**config.mk**
```make
export PLATFORM = sky130hd
export DESIGN_NAME = axis_rr_arbiter
export DESIGN_NICKNAME = d
export VERILOG_FILES = /design/src/rtl/axis_rr_arbiter.sv
export SDC_FILE = /design/constraint.sdc
export NUM_CORES = 1
export LEC_CHECK = 0
export CAP_MARGIN = 15
export CORE_MARGIN = 4
export CORE_UTILIZATION = 33
export CTS_CLUSTER_DIAMETER = 60
export CTS_CLUSTER_SIZE = 10
export DETAILED_ROUTE_END_ITERATION = 6
export PLACE_DENSITY = 0.78
export SLEW_MARGIN = 20
export SYNTH_ARGS = -nofsm -noshare
export SYNTH_HDL_FRONTEND = slang
export SYNTH_SLANG_ARGS = --single-unit
```
**constraint.sdc**
```tcl
create_clock -name aclk -period 1.64 [get_ports aclk]
set_input_delay 0.328 -clock aclk [delete_from_list [all_inputs] [get_ports aclk]]
set_output_delay 0.328 -clock aclk [all_outputs]
set_load 0.02 [all_outputs]
```
**src/rtl/axis_rr_arbiter.sv**
```systemverilog
// Round-robin AXI-Stream arbiter: NUM_SRC sources share one registered master port.
// A grant lasts one packet or MAX_BURST beats, and the source index is forwarded on m_axis_tid.
module axis_rr_arbiter #(
  parameter int NUM_SRC    = 4,
  parameter int DATA_WIDTH = 32,
  parameter int MAX_BURST  = 8,
  localparam int IDW = (NUM_SRC > 1) ? $clog2(NUM_SRC) : 1
) (
  input  logic                          aclk,
  input  logic                          aresetn,
  input  logic [NUM_SRC*DATA_WIDTH-1:0] s_axis_tdata,
  input  logic [NUM_SRC-1:0]            s_axis_tvalid,
  input  logic [NUM_SRC-1:0]            s_axis_tlast,
  output logic [NUM_SRC-1:0]            s_axis_tready,
  output logic [DATA_WIDTH-1:0]         m_axis_tdata,
  output logic                          m_axis_tvalid,
  output logic                          m_axis_tlast,
  output logic [IDW-1:0]                m_axis_tid,
  input  logic                          m_axis_tready,
  output logic                          grant_active,
  output logic [IDW-1:0]                grant_idx
);

  localparam int CW = $clog2(MAX_BURST + 1);
  localparam logic [CW-1:0]  LAST_BEAT = CW'(MAX_BURST - 1);
  localparam logic [IDW-1:0] LAST_SRC  = IDW'(NUM_SRC - 1);

  typedef enum logic {IDLE = 1'b0, GRANT = 1'b1} state_t;

  state_t                  state_r, state_nxt_s;
  logic [IDW-1:0]          rr_ptr_r, grant_idx_r, pick_idx_s, rr_nxt_s;
  logic [CW-1:0]           beat_cnt_r;
  logic                    pick_found_s, out_ready_s, accept_s, release_s;
  logic                    sel_last_s, burst_end_s;
  logic [DATA_WIDTH-1:0]   sel_data_s, m_tdata_r;
  logic                    m_tvalid_r, m_tlast_r;
  logic [IDW-1:0]          m_tid_r;
  logic [NUM_SRC-1:0]      s_tready_s;

  function automatic logic [IDW-1:0] rr_index(input logic [IDW-1:0] ptr, input int k);
    int sum;
    sum = int'(ptr) + k;
    return (sum >= NUM_SRC) ? IDW'(sum - NUM_SRC) : IDW'(sum);
  endfunction

  assign out_ready_s = !m_tvalid_r || m_axis_tready;
  assign sel_data_s  = s_axis_tdata[grant_idx_r*DATA_WIDTH +: DATA_WIDTH];
  assign sel_last_s  = s_axis_tlast[grant_idx_r];
  assign burst_end_s = (beat_cnt_r == LAST_BEAT);
  assign accept_s    = (state_r == GRANT) && s_axis_tvalid[grant_idx_r] && out_ready_s;
  assign release_s   = accept_s && (sel_last_s || burst_end_s);
  assign rr_nxt_s    = (grant_idx_r == LAST_SRC) ? {IDW{1'b0}} : grant_idx_r + IDW'(1'b1);

  // Round-robin search: first valid source starting at rr_ptr
  always_comb begin
    pick_found_s = 1'b0;
    pick_idx_s   = {IDW{1'b0}};
    for (int k = 0; k < NUM_SRC; k++) begin
      if (!pick_found_s && s_axis_tvalid[rr_index(rr_ptr_r, k)]) begin
        pick_found_s = 1'b1;
        pick_idx_s   = rr_index(rr_ptr_r, k);
      end else begin
        pick_idx_s   = pick_idx_s;
      end
    end
  end

  // FSM next state
  always_comb begin
    state_nxt_s = state_r;
    case (state_r)
      IDLE:    if (pick_found_s) state_nxt_s = GRANT; else state_nxt_s = IDLE;
      GRANT:   if (release_s)    state_nxt_s = IDLE;  else state_nxt_s = GRANT;
      default: state_nxt_s = IDLE;
    endcase
  end

  // FSM outputs: ready only to the granted source, never looking at its tvalid
  always_comb begin
    s_tready_s = {NUM_SRC{1'b0}};
    if (state_r == GRANT) begin
      s_tready_s[grant_idx_r] = out_ready_s;
    end else begin
      s_tready_s = {NUM_SRC{1'b0}};
    end
  end

  // FSM state, grant bookkeeping and round-robin pointer
  always_ff @(posedge aclk) begin
    if (!aresetn) begin
      state_r     <= IDLE;
      rr_ptr_r    <= {IDW{1'b0}};
      grant_idx_r <= {IDW{1'b0}};
      beat_cnt_r  <= {CW{1'b0}};
    end else begin
      state_r <= state_nxt_s;
      case (state_r)
        IDLE: begin
          if (pick_found_s) begin
            grant_idx_r <= pick_idx_s;
            beat_cnt_r  <= {CW{1'b0}};
          end
        end
        GRANT: begin
          if (accept_s) begin
            beat_cnt_r <= beat_cnt_r + CW'(1'b1);
            if (release_s) begin
              rr_ptr_r <= rr_nxt_s;
            end
          end
        end
        default: ;
      endcase
    end
  end

  // Output register: load on accept, hold under backpressure, else drain
  always_ff @(posedge aclk) begin
    if (!aresetn) begin
      m_tdata_r  <= {DATA_WIDTH{1'b0}};
      m_tvalid_r <= 1'b0;
      m_tlast_r  <= 1'b0;
      m_tid_r    <= {IDW{1'b0}};
    end else if (accept_s) begin
      m_tdata_r  <= sel_data_s;
      m_tvalid_r <= 1'b1;
      m_tlast_r  <= sel_last_s | burst_end_s;
      m_tid_r    <= grant_idx_r;
    end else if (out_ready_s) begin
      m_tvalid_r <= 1'b0;
    end
  end

  assign s_axis_tready = s_tready_s;
  assign m_axis_tdata  = m_tdata_r;
  assign m_axis_tvalid = m_tvalid_r;
  assign m_axis_tlast  = m_tlast_r;
  assign m_axis_tid    = m_tid_r;
  assign grant_active  = (state_r == GRANT);
  assign grant_idx     = grant_idx_r;

endmodule

```
# Yosys cells after proc, flatten, opt, wreduce, memory -nomap -nowiden
# Index checks and enable logic that the tools add are counted.
# Widths: inputs -> output; s select.
totals:
  inputBits: 139
  wordCells: 88
  out_inout_bits: 43
  ff_bits: 45
classes:
  n_addsub: 9
  eq_ne: 4
  magnitude_cmp: 10
  mux: 36
  shift: 1
  n_bitwise: 3
  reduce_logical: 17
ops:
  columns: ["op", "count"]
  rows:
  - ["$shiftx 128x8->32", 1]
  - ["$mux 2", 9]
  - ["$lt 2x3->1 const B", 5]
  - ["$mux 1", 15]
  - ["$bmux 1 s2", 6]
  - ["$mux 4", 3]
  - ["$ge 3x3->1 const B", 3]
  - ["$pmux 4 s2", 1]
  - ["$sub 2x1->2 const B", 4]
  - ["$logic_and 1x1->1", 7]
  - ["$add 2x2->3 const B", 2]
  - ["$add 4x1->4 const B", 1]
  - ["$and 4x4->4", 1]
  - ["$eq 4x3->1 const B", 1]
  - ["$logic_not 1->1", 4]
  - ["$reduce_and 2->1", 2]
  - ["$add 2x1->3 const B", 1]
  - ["$ge 2x3->1 const B", 1]
  - ["$reduce_and 3->1", 1]
  - ["$add 2x1->2 const B", 1]
  - ["$demux 1 s2", 1]
  - ["$eq 2x2->1 const B", 1]
  - ["$ge 2x1->1 const B", 1]
  - ["$logic_or 1x1->1", 2]
  - ["6 further kinds", 6]

# Longest topological paths before layout
# Gate-level depths: netlist of run 1.
depth:
  ltp_word: 16
  depth_mapped: 7
  ltp_nobuf: 5

# Least setup slack after synthesis of run 1
# Ideal clock, no wire load.
synth_path:
  kind: "register -> output"
  from: "register grant_idx_r[1], in the netlist grant_idx[1]"
  to: "output s_axis_tready[1]"
  t_required_ps: 1312
  path_slack_ps: -242
  t_arrival_ps: 1554
  n_path_buf: 2
  path_stages_with_launch: 6
  path_cell_list: "dfxtp_1 > buf_2 > buf_1 > inv_1 > ha_1 > and3_1"
synth_via:
  elab_chain_cells: 6
  word_cells_on_any_way: 7
  classes_between: "order compare (2); mux (3); bitwise (1); reduce/logical (1)"
synth_rtl:
  columns: ["item", "line", "source"]
  rows:
  - ["start, declared", "31", "logic [IDW-1:0] rr_ptr_r, grant_idx_r, pick_idx_s, rr_nxt_s;"]
  - ["start signal, assigned", "93", "grant_idx_r <= {IDW{1'b0}};"]
  - ["start signal, assigned", "100", "grant_idx_r <= pick_idx_s;"]
  - ["$lt 2x3->1 (not written as such) or $ge 2x1->1 (tied branches)", "82", "s_tready_s[grant_idx_r] = out_ready_s;"]
  - ["$logic_and 1x1->1 (not written as such)", "82", null]
  - ["$mux 1 (not written as such)", "82", null]
  - ["$demux 1 s2 *", "82", null]
  - ["$and 4x4->4 (no line) *", null, null]
  - ["$mux 4 *", "81", "if (state_r == GRANT) begin"]
  - ["end, declared", "14", "output logic [NUM_SRC-1:0] s_axis_tready,"]
# Every way passes the cells marked *; elsewhere a longest branch is shown, timed or not.

# Worst setup path in the final report of run 1
layout_path:
  from: "register grant_idx_r[0], in the netlist grant_idx[0]"
  to: "register beat_cnt_r[0]"
layout_via:
  elab_chain_cells: 6
layout_rtl:
  columns: ["item", "line", "source"]
  rows:
  - ["$bmux 1 s2", "50", "assign accept_s = (state_r == GRANT) && s_axis_tvalid[grant_idx_r] && out_ready_s;"]
  - ["$mux 1 (not written as such)", "50", null]
  - ["$logic_and 1x1->1 (2 in series)", "50", null]
  - ["$ne 2x1->1 (no line)", null, null]
  - ["$reduce_and 2->1 (no line)", null, null]
  - ["end signal, assigned", "94", "beat_cnt_r <= {CW{1'b0}};"]
  - ["end signal, assigned", "101", "beat_cnt_r <= {CW{1'b0}};"]
  - ["end signal, assigned", "106", "beat_cnt_r <= beat_cnt_r + CW'(1'b1);"]
  - ["end, declared", "32", "logic [CW-1:0] beat_cnt_r;"]
# No other way between the ends. The select of a mux whose other input is x is not followed.
# A chain may end at the register's enable or synchronous reset.

==> run_results.csv, run 1 <==
group,metric,value,unit
outcome,status,"finished with violations",
outcome,violations,"setup timing",
finish,syn_to_final_growth,86.3,%
timing,maxSlewViolCount,0,
setup_path,critPathCaptureType,"register",
pwr,p_switching,919,uW
timing,fin_skew,0.0108,ns
detailed_routing,route.detailed.drc,0,
clocking,clk_latency,0.29,ns
finish,nFillCells,658,
setup_path,worstPathMaxFanout,7,
pwr,netSwitchingFraction,0.276,
global_route,grt_pass1_vias,2989,
pwr,clkPwrFrac,0.264,
placed_design,port_buffers,181,
pwr,p_int,2.41,mW
finish,drive_gt1_frac,0.217,
timing,hold_viol_final,0,
timing,final.setup.tns,-0.411,ns
clocking,clk_pin_slew_worst_paths,0.09,ns
timing,maxSlewHeadroom,0.803,
clocking,clockBufferDepth,2,
detailed_routing,drtAntennaViolNets,0,
hold_path,min_path_cells,2,
setup_path,cp.required,1.89,ns
die,io_pins,182,
clocking,numCtsBuffers,5,
setup_path,arrival,1.93,ns
synth,post_synth.cell_area_avg,10.4,um^2
setup_path,max_stage_delay,0.62,ns
die,die_area,0.00976,mm^2
hold_path,hold_class,"register to register",
global_route,grt_pass1_wl,14.0,mm
pwr,p_per_area,657,mW/mm^2
detailed_routing,drtPass1Iterations,4,
finish,num_antenna_cells,0,
synth,yosys_warnings,0,
synth,netlist_area,0.00272,mm^2
global_route,grt_max_degree,35,
setup_path,worstSetupStartpointType,"register",
finish,nets,600,
finish,final_util,0.642,
die,core_area,0.00789,mm^2
finish,instances_no_fill,559,
timing,rsz0062_at_grt,"true",
die,die_h,98.8,um
finish,ff_latch_area,910,um^2
timing,period_share,1.02,
pwr,power_frac_comb,0.369,
clocking,cts.sinks,45,
pwr,leakage,2.09,nW
setup_path,worst_path_max_delay_cell,"mux4_2",
placed_design,finalWeightedCongestion,0.850,
synth,syn_nets,406,
detailed_routing,wl_per_cell,17.0,um
timing,holdWs,0.454,ns
detailed_routing,drt-initial-drc-count,82,
detailed_routing,avgViaCountPerCell,5.09,
synth,ys_ff_latch,45,
setup_path,path_cells,"mux4_2 -> nand3_4 -> buf_6 -> and3_4 -> o21a_1",
die,die_x,98.8,um
detailed_routing,vias,2844,
synth,synth_cell_types,32,
timing,fmax,595,MHz
finish,multi_input_area,0.00181,mm^2
timing,tightest_slew,0.293,ns
placed_design,dp_cells,543,
clocking,htree_levels,2,
clocking,cts_tree,"yes",
global_route,grt_overflow,0,
die,rows,32,
global_route,antenna_found_initial,0,
global_route,grt_usage,0.175,
placed_design,hpwl,7.19,mm
pwr,seqPwrFrac,0.368,
pwr,ir_drop,353,uV
clocking,postCtsHoldBufs,0,
timing,finalSetupViolCount,23,
clocking,root_buffer,"clkbuf_8",
timing,worst_slack,-0.0399,ns
die,start_util,0.345,
synth,synth_seq_area_share,0.331,
run,max-cap-violations,0,
placed_design,dp_slack,-0.517,ns
timing,fin_crit,1.68,ns
synth,syn_inst,262,
setup_path,reg2reg_depth,5,
setup_path,worstSetupPathType,"register to register",
detailed_routing,totalWireLength,9.50,mm
## placed cells by master (no fill, tap or decap), types with 3 or more instances in the layout
cell,n
clkbuf_8,6
dfxtp_1,42
buf_6,7
and3_4,6
dlymetal6s2s_1,17
dlygate4sd2_1,3
nand2_4,4
nand2_1,61
buf_4,17
buf_2,3
inv_1,3
nand2_2,9
ha_1,5
clkdlybuf4s50_1,157
and3_1,4
mux4_2,33
a21oi_1,3
a21boi_1,36
nand4_1,3
nor2_1,4
## flip-flops by register name, summed over array words and instances (netlist names)
name and count:
m_axis_tdata 32, grant_idx 2, beat_cnt_r 4, m_axis_tvalid 1, grant_active 1, m_axis_tlast 1, rr_ptr_r 2, m_axis_tid 2
## final timing paths
path                    from         endpoint  slack [ns]
max             grant_idx[0]    beat_cnt_r[0]       -0.04
min          m_axis_tdata[1]  m_axis_tdata[1]        0.45
max reg2reg     grant_idx[0]    beat_cnt_r[0]       -0.04
min reg2reg  m_axis_tdata[1]  m_axis_tdata[1]        0.45
## worst max-delay path: cells and delay by family (launching register included)
kind | cells | cell delay (ns)
compound gates | 1 | 0.10
flops | 1 | 0.40
buf+inv | 1 | 0.13
mux | 1 | 0.62
simple gates | 2 | 0.39
## timing repair
| item | in CTS | in global routing |
|---|---|---|
| endpoints found under the setup margin | 41 | 48 |
| buffers inserted | 2 | 1 |
| endpoints found under the hold margin | 0 | 0 |
| resized for setup | 28 | 50 |
| cloned | 0 | 5 |
| pin swaps | 1 | 25 |
## synth_stat cells
cell | n | share of area
buf_6 | 3 | 0.012
a21boi_1 | 38 | 0.10
dfxtp_1 | 45 | 0.33
a21boi_0 | 1 | 0.0028
nand4_1 | 3 | 0.0069
nand3_1 | 3 | 0.0055
or3_1 | 1 | 0.0023
mux2i_1 | 2 | 0.0074
o31ai_1 | 1 | 0.0028
o21a_1 | 2 | 0.0055
or2_1 | 1 | 0.0023
nor4_1 | 1 | 0.0023
mux2_2 | 1 | 0.0041
and3b_1 | 1 | 0.0032
inv_1 | 3 | 0.0041
buf_4 | 1 | 0.0028
xor2_1 | 2 | 0.0064
and3_1 | 7 | 0.016
a21oi_1 | 3 | 0.0055
nor2_1 | 4 | 0.0055
mux4_2 | 33 | 0.27
clkbuf_1 | 8 | 0.011
nand2b_1 | 2 | 0.0046
ha_1 | 5 | 0.023
o211a_1 | 1 | 0.0037
o221ai_1 | 2 | 0.0064
nand2_1 | 74 | 0.10
buf_1 | 1 | 0.0014
nor2b_1 | 1 | 0.0023
o2111ai_4 | 1 | 0.0097
buf_2 | 10 | 0.018
mux4_1 | 1 | 0.0097
## metal layers
metal | global-route usage | part of all wire | vias up
li1 | - | - | 1343
met3 | 0.0517 | 0.071 | 6
met1 | 0.186 | 0.36 | 1391
met2 | 0.337 | 0.56 | 104
met5 | 0 | 0 | -
met4 | 0.0357 | 0.0082 | 0
## power by group through the flow
stage	logic, mW	clock network (mW)	registers (mW)
2_1_floorplan	0.477	0	1.32
3_3_place_gp	1.12	0	1.24
3_5_place_dp	1.14	0	1.24
4_1_cts	1.15	0.910	1.22
5_1_grt	1.32	0.949	1.23
6_report	1.23	0.878	1.22
## layout make-up
| class | instances | share of cell area |
|---|---|---|
| Timing Repair Buffer | 207 | 0.412 |
| Sequential cell | 45 | 0.180 |
| Inverter | 3 | 0.00222 |
| Clock inverter | 2 | 0.00716 |
| Tap cell | 102 | 0.0252 |
| Clock buffer | 6 | 0.0163 |
| Multi-Input combinational cell | 194 | 0.357 |
## through the flow
stage / cell area (um^2) / power (mW)
after floorplan: 2760 / 1.80
after global placement: 4710 / 2.36
after detailed placement: 4710 / 2.38
after CTS: 4850 / 3.28
after global routing: 5060 / 3.50
final: 5060 / 3.33
## kinds of logic after synthesis
kind of cell             share of synthesized area
multiplexers                                 0.295
buffers and inverters                       0.0502
XOR/XNOR                                   0.00644
AO/OA/AOI/OAI                                0.141
flip-flops                                   0.331
adder cells (fa/ha/maj)                     0.0230
AND/OR/NAND/NOR                              0.153
No activity file was read; power rests on OpenSTA's default activity.
==> inputs of run 2 (changes only) <==
Settings changed: PLACE_DENSITY 0.78 to 0.84, RECOVER_POWER set to 100.
==> run 2 against run 1 <==
The run still ends with setup timing left; sequential cell count unchanged; combinational power barely moved; register-to-register slack got worse by 0.05 ns; worst setup slack worse by 0.050 ns; clock skew down 0.0053 ns; sequential share of layout area about the same; clock power grew 11%; count of clock-buffer cells in the layout fell by 1; hold slack worse by 0.0022 ns; fmax down 2.9%; critical path depth increased by 1; critical endpoint is now m_axis_tlast; largest power group unchanged.
==> run_results.csv, run 2 (synthesized netlist as in run 1, its figures left out) <==
group,metric,value,unit
pwr,p_total,3.45,mW
pwr,power_frac_comb,0.365,
clocking,clk_latency,0.29,ns
pwr,netSwitchingFraction,0.268,
finish,syn_to_final_growth,86.0,%
detailed_routing,totalWireLength,9.80,mm
setup_path,ff2ff_setup_slack,-0.09,ns
detailed_routing,avgViaCountPerCell,5.02,
setup_path,arrival,1.92,ns
finish,nets,603,
clocking,htree_levels,2,
detailed_routing,drtAntennaViolNets,0,
timing,fin_skew,0.00550,ns
detailed_routing,route.detailed.drc,0,
clocking,numCtsBuffers,5,
finish,final_cell_mix,"clkdlybuf4s50_1 (165), nand2_1 (64), dfxtp_1 (43), mux4_2 (33), a21boi_1 (32)",
setup_path,crit_top_cell,"buf_6",
die,io_pins,182,
clocking,clk_pin_slew_worst_paths,0.09,ns
pwr,p_int,2.53,mW
finish,drive_gt1_frac,0.230,
finish,num_antenna_cells,0,
timing,final.setup.tns,-0.878,ns
detailed_routing,vias,2819,
global_route,grt_overflow,0,
timing,holdWs,0.452,ns
timing,hold_viol_final,0,
setup_path,reg2reg_depth,6,
setup_path,cp.required,1.83,ns
timing,fmax,578,MHz
hold_path,hp-start,"m_axis_tdata[26]",
placed_design,port_buffers,181,
pwr,clkPwrFrac,0.283,
hold_path,min_path_cells,2,
clocking,root_buffer,"clkbuf_8",
outcome,status,"finished with violations",
timing,maxSlewViolCount,0,
run,max-cap-violations,0,
detailed_routing,wl_per_cell,17.4,um
timing,rsz0062_at_grt,"true",
timing,worst_slack,-0.0903,ns
clocking,clockBufferDepth,2,
pwr,leakage,1.83,nW
setup_path,worstSetupStartpointType,"register",
placed_design,hpwl,7.36,mm
finish,final_util,0.641,
timing,tightest_slew,0.338,ns
die,core_area,0.00789,mm^2
setup_path,path_cells,"buf_6 -> mux4_2 -> o2111ai_4 -> buf_4 -> buf_6 -> a21boi_1",
global_route,antenna_found_initial,0,
setup_path,worst_path_max_delay_cell,"mux4_2",
setup_path,r2r-end,"m_axis_tlast",
clocking,cts_tree,"yes",
detailed_routing,drtPass1Iterations,4,
placed_design,dp_slack,-0.413,ns
setup_path,max_stage_delay,0.52,ns
detailed_routing,drt-initial-drc-count,56,
clocking,cts.sinks,45,
die,die_x,98.8,um
outcome,violations,"setup timing",
hold_path,hold_class,"register to register",
setup_path,worstSetupPathType,"register to register",
timing,finalSetupViolCount,12,
setup_path,regToRegStartpoint,"grant_idx[0]",
timing,maxSlewHeadroom,0.775,
placed_design,finalWeightedCongestion,0.811,
die,die_h,98.8,um
setup_path,worstPathMaxFanout,7,
setup_path,cp-startpoint,"grant_idx[0]",
finish,largest_register_ffs,32,
timing,fin_crit,1.73,ns
die,start_util,0.345,
pwr,p_per_area,683,mW/mm^2
global_route,grt_pass1_wl,15.0,mm
global_route,grt_pass1_vias,3076,
pwr,ir_drop,478,uV
setup_path,critPathCaptureType,"register",
global_route,grt_max_degree,20,
die,rows,32,
timing,period_share,1.06,
global_route,grt_usage,0.190,
hold_path,min_to,"m_axis_tdata[26]",
finish,final_common_cell,"clkdlybuf4s50_1",
pwr,p_switching,927,uW
die,die_area,0.00976,mm^2
pwr,seqPwrFrac,0.352,
[run 2: cell types whose count changed in the layout (fill, tap and decap cells not counted), sizes merged]
cell,previous run,this run
and3,10,12
buf,29,31
bufinv,1,2
clkbuf,7,10
clkdlybuf4s50,157,165
clkinv,0,1
dlygate4sd2,3,7
dlymetal6s2s,17,0
inv,4,3
[run 2: timing repair]
action | 4_1_cts | 5_1_grt
pin swaps | 3 | 6
hold buffers | 0 | 0
setup endpoints to repair | 45 | 43
cloned | 3 | 2
setup buffers | 3 | 3
gates resized for setup | 34 | 43
[run 2: layout make-up]
class	count	area, um^2
Fill cell	651	2830
Timing Repair Buffer	208	2040
Sequential cell	45	908
Inverter	3	11.3
Clock inverter	3	65.1
Clock buffer	5	68.8
Multi-Input combinational cell	196	1840
Tap cell	102	128
[run 2: worst max path at each step]
stage                                 end  slack [ns]  cells past startpoint
after global routing          rr_ptr_r[1]       -0.16                      5
final                        m_axis_tlast       -0.09                      6
after detailed placement  m_axis_tdata[4]       -0.41                      6
after global placement    m_axis_tdata[4]       -0.39                      6
after CTS                     rr_ptr_r[1]       -0.08                      5
after floorplan               rr_ptr_r[1]       -0.05                      5
[run 2: worst max-delay path, delay by kind of cell, from the launching register on]
family,cells,cell delay [ns]
multiplexers,1,0.52
flip-flops,1,0.41
AO/OA/AOI/OAI,2,0.33
buffers and inverters,3,0.37
[run 2: routing by layer]
metal,routed length (um),part of all wire,vias to the layer above,GRT usage
met1,3470,0.35,1340,0.197
li1,-,-,1352,-
met5,0,0,-,0
met4,102,0.010,0,0.0420
met2,5520,0.56,119,0.386
met3,703,0.072,8,0.0389
[run 2: metrics by stage]
stage,cells,cell area (um^2)
after floorplan,262,2760
after global placement,543,4730
after detailed placement,543,4730
after CTS,557,4930
after global routing,562,5060
final,562,5060
[run 2: power by group through the flow]
| stage | Combinational (mW) | Clock (mW) | Sequential (mW) |
|---|---|---|---|
| 6_report | 1.26 | 0.978 | 1.22 |
| 5_1_grt | 1.35 | 1.05 | 1.23 |
| 4_1_cts | 1.21 | 0.999 | 1.21 |
| 3_5_place_dp | 1.16 | 0 | 1.24 |
| 3_3_place_gp | 1.13 | 0 | 1.24 |
| 2_1_floorplan | 0.477 | 0 | 1.32 |
